**config.mk**
```make
export PLATFORM = sky130hd
export DESIGN_NAME = instr_fetch_flat
export DESIGN_NICKNAME = d
export VERILOG_FILES = /design/src/rtl/instr_fetch_if.sv /design/src/rtl/instr_fetch.sv /design/src/flat_wrapper.sv
export SDC_FILE = /design/constraint.sdc
export NUM_CORES = 2
export LEC_CHECK = 0
export CORE_MARGIN = 2
export CORE_UTILIZATION = 31
export DETAILED_ROUTE_END_ITERATION = 10
export PLACE_DENSITY = 0.47
export SKIP_CTS_REPAIR_TIMING = 1
export SYNTH_ARGS = -nofsm -noshare
export SYNTH_HDL_FRONTEND = slang
export SYNTH_SLANG_ARGS = --single-unit
```
**constraint.sdc**
```tcl
create_clock -name clk_in -period 14.6 [get_ports clk_in]
set_input_delay 3.65 -clock clk_in [delete_from_list [all_inputs] [get_ports clk_in]]
set_output_delay 3.65 -clock clk_in [all_outputs]
set_load 0.01 [all_outputs]
```
**src/rtl/instr_fetch_if.sv**
```systemverilog
// Fetch-to-memory-controller bus: request/address out, sticky done flag and data back.
interface instr_fetch_if;
    logic        if_read_or_not;
    logic [31:0] intru_addr;
    logic        if_load_done;
    logic [31:0] mem_ctrl_instru_to_if;
    logic [1:0]  mem_ctrl_busy_state;

    modport master (
        output if_read_or_not,
        output intru_addr,
        input  if_load_done,
        input  mem_ctrl_instru_to_if,
        input  mem_ctrl_busy_state
    );

    modport slave (
        input  if_read_or_not,
        input  intru_addr,
        output if_load_done,
        output mem_ctrl_instru_to_if,
        output mem_ctrl_busy_state
    );
endinterface

```
**src/rtl/instr_fetch.sv**
```systemverilog
// Instruction fetch with a direct-mapped one-word-line icache.
// state  | meaning
// LOOKUP | probe cache at pc, present hits, start a fill on a miss
// MISS   | fill outstanding; intru_addr held until memctrl reports done
module instr_fetch #(
    parameter logic [31:0] RESET_PC = 32'h0,
    parameter int          IDX_BITS = 6
) (
    input  logic                 clk_in,
    input  logic                 rst_in,
    input  logic                 rdy_in,
    instr_fetch_if.master        mem,
    output logic                 instr_valid,
    output logic [31:0]          instr,
    output logic [31:0]          instr_pc,
    input  logic                 decode_stall,
    input  logic                 jump_en,
    input  logic [31:0]          jump_pc
);
    localparam int LINES    = 1 << IDX_BITS;
    localparam int TAG_BITS = 30 - IDX_BITS;

    typedef enum logic {LOOKUP, MISS} state_t;

    state_t              state_q, state_d;
    logic [31:0]         pc_q, pc_d;
    logic [31:0]         addr_q, addr_d;
    logic [31:0]         instr_q, instr_d;
    logic [31:0]         ipc_q, ipc_d;
    logic                req_q, req_d;
    logic                armed_q, armed_d;
    logic                discard_q, discard_d;
    logic                ivalid_q, ivalid_d;

    logic [LINES-1:0]    valid_q;
    logic [TAG_BITS-1:0] tag_mem [LINES];
    logic [31:0]         data_mem [LINES];

    logic [IDX_BITS-1:0] pc_idx, fill_idx;
    logic [TAG_BITS-1:0] pc_tag, fill_tag;
    logic                hit, slot_free, fill_we;
    logic                unused_busy;

    assign pc_idx    = pc_q[IDX_BITS+1:2];
    assign pc_tag    = pc_q[31:IDX_BITS+2];
    assign fill_idx  = addr_q[IDX_BITS+1:2];
    assign fill_tag  = addr_q[31:IDX_BITS+2];
    assign hit       = valid_q[pc_idx] && (tag_mem[pc_idx] == pc_tag);
    assign slot_free = !ivalid_q || !decode_stall;

    // busy bits are informational only and never gate a request
    assign unused_busy = ^mem.mem_ctrl_busy_state;

    always_comb begin
        state_d   = state_q;
        pc_d      = pc_q;
        addr_d    = addr_q;
        instr_d   = instr_q;
        ipc_d     = ipc_q;
        req_d     = req_q;
        armed_d   = armed_q;
        discard_d = discard_q;
        ivalid_d  = ivalid_q;
        fill_we   = 1'b0;
        if (rdy_in) begin
            case (state_q)
                LOOKUP: begin
                    if (jump_en) begin
                        pc_d     = jump_pc;
                        ivalid_d = 1'b0;
                    end else if (slot_free) begin
                        if (hit) begin
                            instr_d  = data_mem[pc_idx];
                            ipc_d    = pc_q;
                            ivalid_d = 1'b1;
                            pc_d     = pc_q + 32'd4;
                        end else begin
                            state_d   = MISS;
                            req_d     = 1'b1;
                            addr_d    = pc_q;
                            armed_d   = 1'b0;
                            discard_d = 1'b0;
                            ivalid_d  = 1'b0;
                        end
                    end
                end
                MISS: begin
                    if (jump_en) begin
                        pc_d      = jump_pc;
                        discard_d = 1'b1;
                        ivalid_d  = 1'b0;
                    end
                    // the done flag is sticky, so the first edge can still see the previous fill's done
                    if (!armed_q) begin
                        armed_d = 1'b1;
                    end else if (mem.if_load_done) begin
                        fill_we = 1'b1;
                        req_d   = 1'b0;
                        state_d = LOOKUP;
                        if (!jump_en && !discard_q && slot_free) begin
                            instr_d  = mem.mem_ctrl_instru_to_if;
                            ipc_d    = addr_q;
                            ivalid_d = 1'b1;
                            pc_d     = addr_q + 32'd4;
                        end else if (!jump_en && slot_free) begin
                            ivalid_d = 1'b0;
                        end
                    end
                end
                default: state_d = LOOKUP;
            endcase
        end
    end

    always_ff @(posedge clk_in) begin
        if (rst_in) begin
            state_q   <= LOOKUP;
            pc_q      <= RESET_PC;
            addr_q    <= 32'h0;
            instr_q   <= 32'h0;
            ipc_q     <= 32'h0;
            req_q     <= 1'b0;
            armed_q   <= 1'b0;
            discard_q <= 1'b0;
            ivalid_q  <= 1'b0;
            valid_q   <= '0;
        end else begin
            state_q   <= state_d;
            pc_q      <= pc_d;
            addr_q    <= addr_d;
            instr_q   <= instr_d;
            ipc_q     <= ipc_d;
            req_q     <= req_d;
            armed_q   <= armed_d;
            discard_q <= discard_d;
            ivalid_q  <= ivalid_d;
            if (fill_we) valid_q[fill_idx] <= 1'b1;
        end
    end

    always_ff @(posedge clk_in) begin
        if (fill_we && !rst_in) begin
            tag_mem[fill_idx]  <= fill_tag;
            data_mem[fill_idx] <= mem.mem_ctrl_instru_to_if;
        end
    end

    assign mem.if_read_or_not = req_q;
    assign mem.intru_addr     = addr_q;
    assign instr_valid        = ivalid_q;
    assign instr              = instr_q;
    assign instr_pc           = ipc_q;
endmodule

```
**src/flat_wrapper.sv**
```systemverilog
// flat-port wrapper written by rule: the top's interface ports become plain ports
module instr_fetch_flat 
#(
    parameter logic [31:0] RESET_PC = 32'h0,
    parameter int          IDX_BITS = 6
)
  (clk_in, rst_in, rdy_in, instr_valid, instr, instr_pc, decode_stall, jump_en, jump_pc, mem_if_read_or_not, mem_intru_addr, mem_if_load_done, mem_mem_ctrl_instru_to_if, mem_mem_ctrl_busy_state);
  instr_fetch_if mem_i ();
  input  logic clk_in;
  input  logic rst_in;
  input  logic rdy_in;
  output logic instr_valid;
  output logic [31:0] instr;
  output logic [31:0] instr_pc;
  input  logic decode_stall;
  input  logic jump_en;
  input  logic [31:0] jump_pc;
  output wire logic [$bits(mem_i.if_read_or_not)-1:0] mem_if_read_or_not;
  output wire logic [$bits(mem_i.intru_addr)-1:0] mem_intru_addr;
  input wire logic [$bits(mem_i.if_load_done)-1:0] mem_if_load_done;
  input wire logic [$bits(mem_i.mem_ctrl_instru_to_if)-1:0] mem_mem_ctrl_instru_to_if;
  input wire logic [$bits(mem_i.mem_ctrl_busy_state)-1:0] mem_mem_ctrl_busy_state;
  assign mem_if_read_or_not = mem_i.if_read_or_not;
  assign mem_intru_addr = mem_i.intru_addr;
  assign mem_i.if_load_done = mem_if_load_done;
  assign mem_i.mem_ctrl_instru_to_if = mem_mem_ctrl_instru_to_if;
  assign mem_i.mem_ctrl_busy_state = mem_mem_ctrl_busy_state;
  instr_fetch #(.RESET_PC(RESET_PC), .IDX_BITS(IDX_BITS)) u_core (.clk_in(clk_in), .rst_in(rst_in), .rdy_in(rdy_in), .mem(mem_i), .instr_valid(instr_valid), .instr(instr), .instr_pc(instr_pc), .decode_stall(decode_stall), .jump_en(jump_en), .jump_pc(jump_pc));
endmodule
```
==> metrics <==
vias in the first global route 75.7k; Netlist cell types 74; Synth area leaders edfxtp_1 73%, mux4_2 15%, dfxtp_1 2.8%; global-route wire length before repair 648 mm; reg2reg setup slack 6.37 ns; DIE AREA 0.481 mm2; final RePlAce weighted congestion 0.790; I/O pin cnt 170; Synth Instances 6,875; Syn Nets 6,951; final setup slack of the worst path 6.37 ns; Reg area 0.112 mm2; Min-Delay Path Class reg -> reg; post-synth top area cell edfxtp_1; filler cell count 43.6k; fin. max-slew vios 0; WL/cell 34.4 um; Pint 18.0 mW; # rows 253; Slew @ Worst Pin 1.24 ns; Root Driver clkbuf_16; CP cell instances buf_4 > buf_4 > buf_4 > mux4_2 > nand2_1 > and3_1 > a211oi_1 > mux2i_1 > o2111a_1 > nand4_1 > nor2_1 > a31oi_4 > buf_4 > buf_4 > mux2i_1; Antenna Nets Post-Route 0; Main synth FF type edfxtp_1; sw frac 0.221; total clock sinks 3,787; Max Fclk 122 MHz; Startpoint Class flip-flop; area of the multi-input gates 0.0343 mm2; commonest cells after routing, fill and taps aside 3,584 x edfxtp_1, 998 x mux4_2, 404 x clkbuf_16; Post-synth EDFFs 3,584; Detail Placement HPWL 264 mm; Hold Violations, Final 0; Clk pwr share 0.431; initial antenna violation count 40; sequential power share 0.515; cell mode on critical path buf_4; Synth top area share 0.730; synthesized cell area 0.147 mm2; GRT Util Overall 0.194; GRT Residual Overflow 0; WHS 0.448 ns; vias after detailed routing 74.6k; worst hold path depth 1; hold endpoint u_core.valid_q[55]; Crit path required time 15.45 ns; worst relative slew slack 0.171; layout cells sized above 1 0.270; Comb pwr share 0.054; crit path DAT 9.08 ns; core area 0.474 mm2; Layout area overhead 15.5%; WL final 478 mm; minimum clock period 8.23 ns; register area share after synthesis 0.758; P per Cell Area 136 mW/mm2; die height 694 um; Clock transition at path regs 0.07 ns; maximum clock path buffer count 4; CP max-delay cell buf_4; Yosys reg bits 3,787; setup_tns 0 ns; asr flop ratio synth 0; port buffer count 167; CTS tree built; r2r endpoint u_core.instr[24]; startpoint of the worst hold path u_core.valid_q[55]; critical path endpoint category flip-flop; RSZ-0062 raised after global routing no; Mean Syn Cell Area 21.4 um2; VDD IR-drop max 0.000105 V; leakage 49.1 nW; # H-tree levels 5; CP max FO 43; # DRC 0; status finished clean; kind of critical path reg -> reg; Post-Route Skew 0.0650 ns; Die X-Extent 694 um; commonest non-fill, non-tap cell in the layout edfxtp_1; Post-Place Worst Slack 5.64 ns; final setup violation count 0; Initial Util 0.311; YS warnings 0; fin nets 7,386; Worst-Skew Late Latency 0.98 ns; CP max stage delay 0.91 ns; drt via density 5.37; first drt pass iteration count 5; Num CTS Buffers 397; worst reg-to-reg path cell count 15; largest net degree at the start of global routing 119; Psw 5.09 mW; DR iter-0 viols 8,771; max-cap viol count 0; fin crit share 0.564
==> worst max-delay path, delay by kind of cell, from the launching register on <==
family | cells | cell delay [ns]
buffers and inverters | 5 | 3.36
AO/OA/AOI/OAI | 3 | 1.72
flip-flops | 1 | 0.90
AND/OR/NAND/NOR | 4 | 0.87
multiplexers | 3 | 0.85
==> synth_stat cells (61+ instances only) <==
cell and count:
mux2i_1 299, a21o_1 64, edfxtp_1 3584, buf_2 120
a21oi_1 61, clkbuf_1 207, a22oi_1 72, nor2_1 163
dfxtp_1 203, nand2_1 262, o211ai_1 80, mux4_2 998
o21ai_0 63, o22ai_1 70
==> logic make-up after synthesis <==
| logic type | share of synthesized area |
|---|---|
| xor gates and xnor gates | 0.00434 |
| buffers and inverters | 0.0136 |
| adders and majority gates | 0.000339 |
| DFF | 0.758 |
| AOI/OAI and AO/OA | 0.0247 |
| muxes | 0.177 |
| and+or+nand+nor | 0.0227 |
==> area by class of cell <==
| type | count | area share |
|---|---|---|
| diodes | 6 | 0.0000882 |
| multi-input cells | 2664 | 0.201 |
| inverters | 15 | 0.000389 |
| flip-flops and latches | 3787 | 0.656 |
| well taps | 6247 | 0.0459 |
| repair buffers | 445 | 0.0216 |
| clock inverters | 223 | 0.0121 |
| clock buffers | 502 | 0.0622 |
==> per-layer routing <==
metal,vias to the layer above,wire (um),global-route usage
li1,29700,-,-
met1,41400,203000,0.269
met2,2812,234000,0.324
met3,609,27800,0.0248
met4,12,13000,0.0512
met5,-,75,0
==> flip-flops by register name (all words and copies together) (netlist names), named ones only <==
register and count:
u_core.instr_valid 1, u_core.instr 32, u_core.mem.intru_addr 32, u_core.tag_mem 1536, u_core.data_mem 2048, u_core.mem.if_read_or_not 1, u_core.valid_q 64, u_core.state_q 1
u_core.armed_q 1, u_core.discard_q 1, u_core.instr_pc 32, u_core.pc_q 32
==> power by group through the flow <==
stage               Sequential (mW)  Clock (mW)  Combinational, mW
global route                   11.9        10.5               1.34
finish                         11.9        9.94               1.26
global placement               12.1           0               1.27
floorplan                      12.1           0              0.807
CTS                            11.9        10.1               1.29
detailed placement             12.1           0               1.28
==> through the flow <==
stage	total power [mW]	cell area [um2]	cells	utilization
6_report	23.1	170000	13900	0.359
5_1_grt	23.8	170000	13900	0.359
4_1_cts	23.3	170000	13900	0.359
3_5_place_dp	13.4	158000	13200	0.332
3_3_place_gp	13.4	158000	13200	0.332
2_1_floorplan	12.9	147000	6875	-
==> worst max-delay path by stage <==
stage | start | end | cells past startpoint
after global placement | rdy_in | u_core.tag_mem[41][22] | 7
after detailed placement | mem_if_load_done | u_core.tag_mem[41][22] | 7
final | flip-flop | u_core.instr[24] | 15
after global routing | flip-flop | u_core.instr[28] | 15
after CTS | flip-flop | u_core.instr[24] | 15
after floorplan | mem_if_load_done | u_core.data_mem[54][0] | 5
Power figures use the tool's default switching activity.
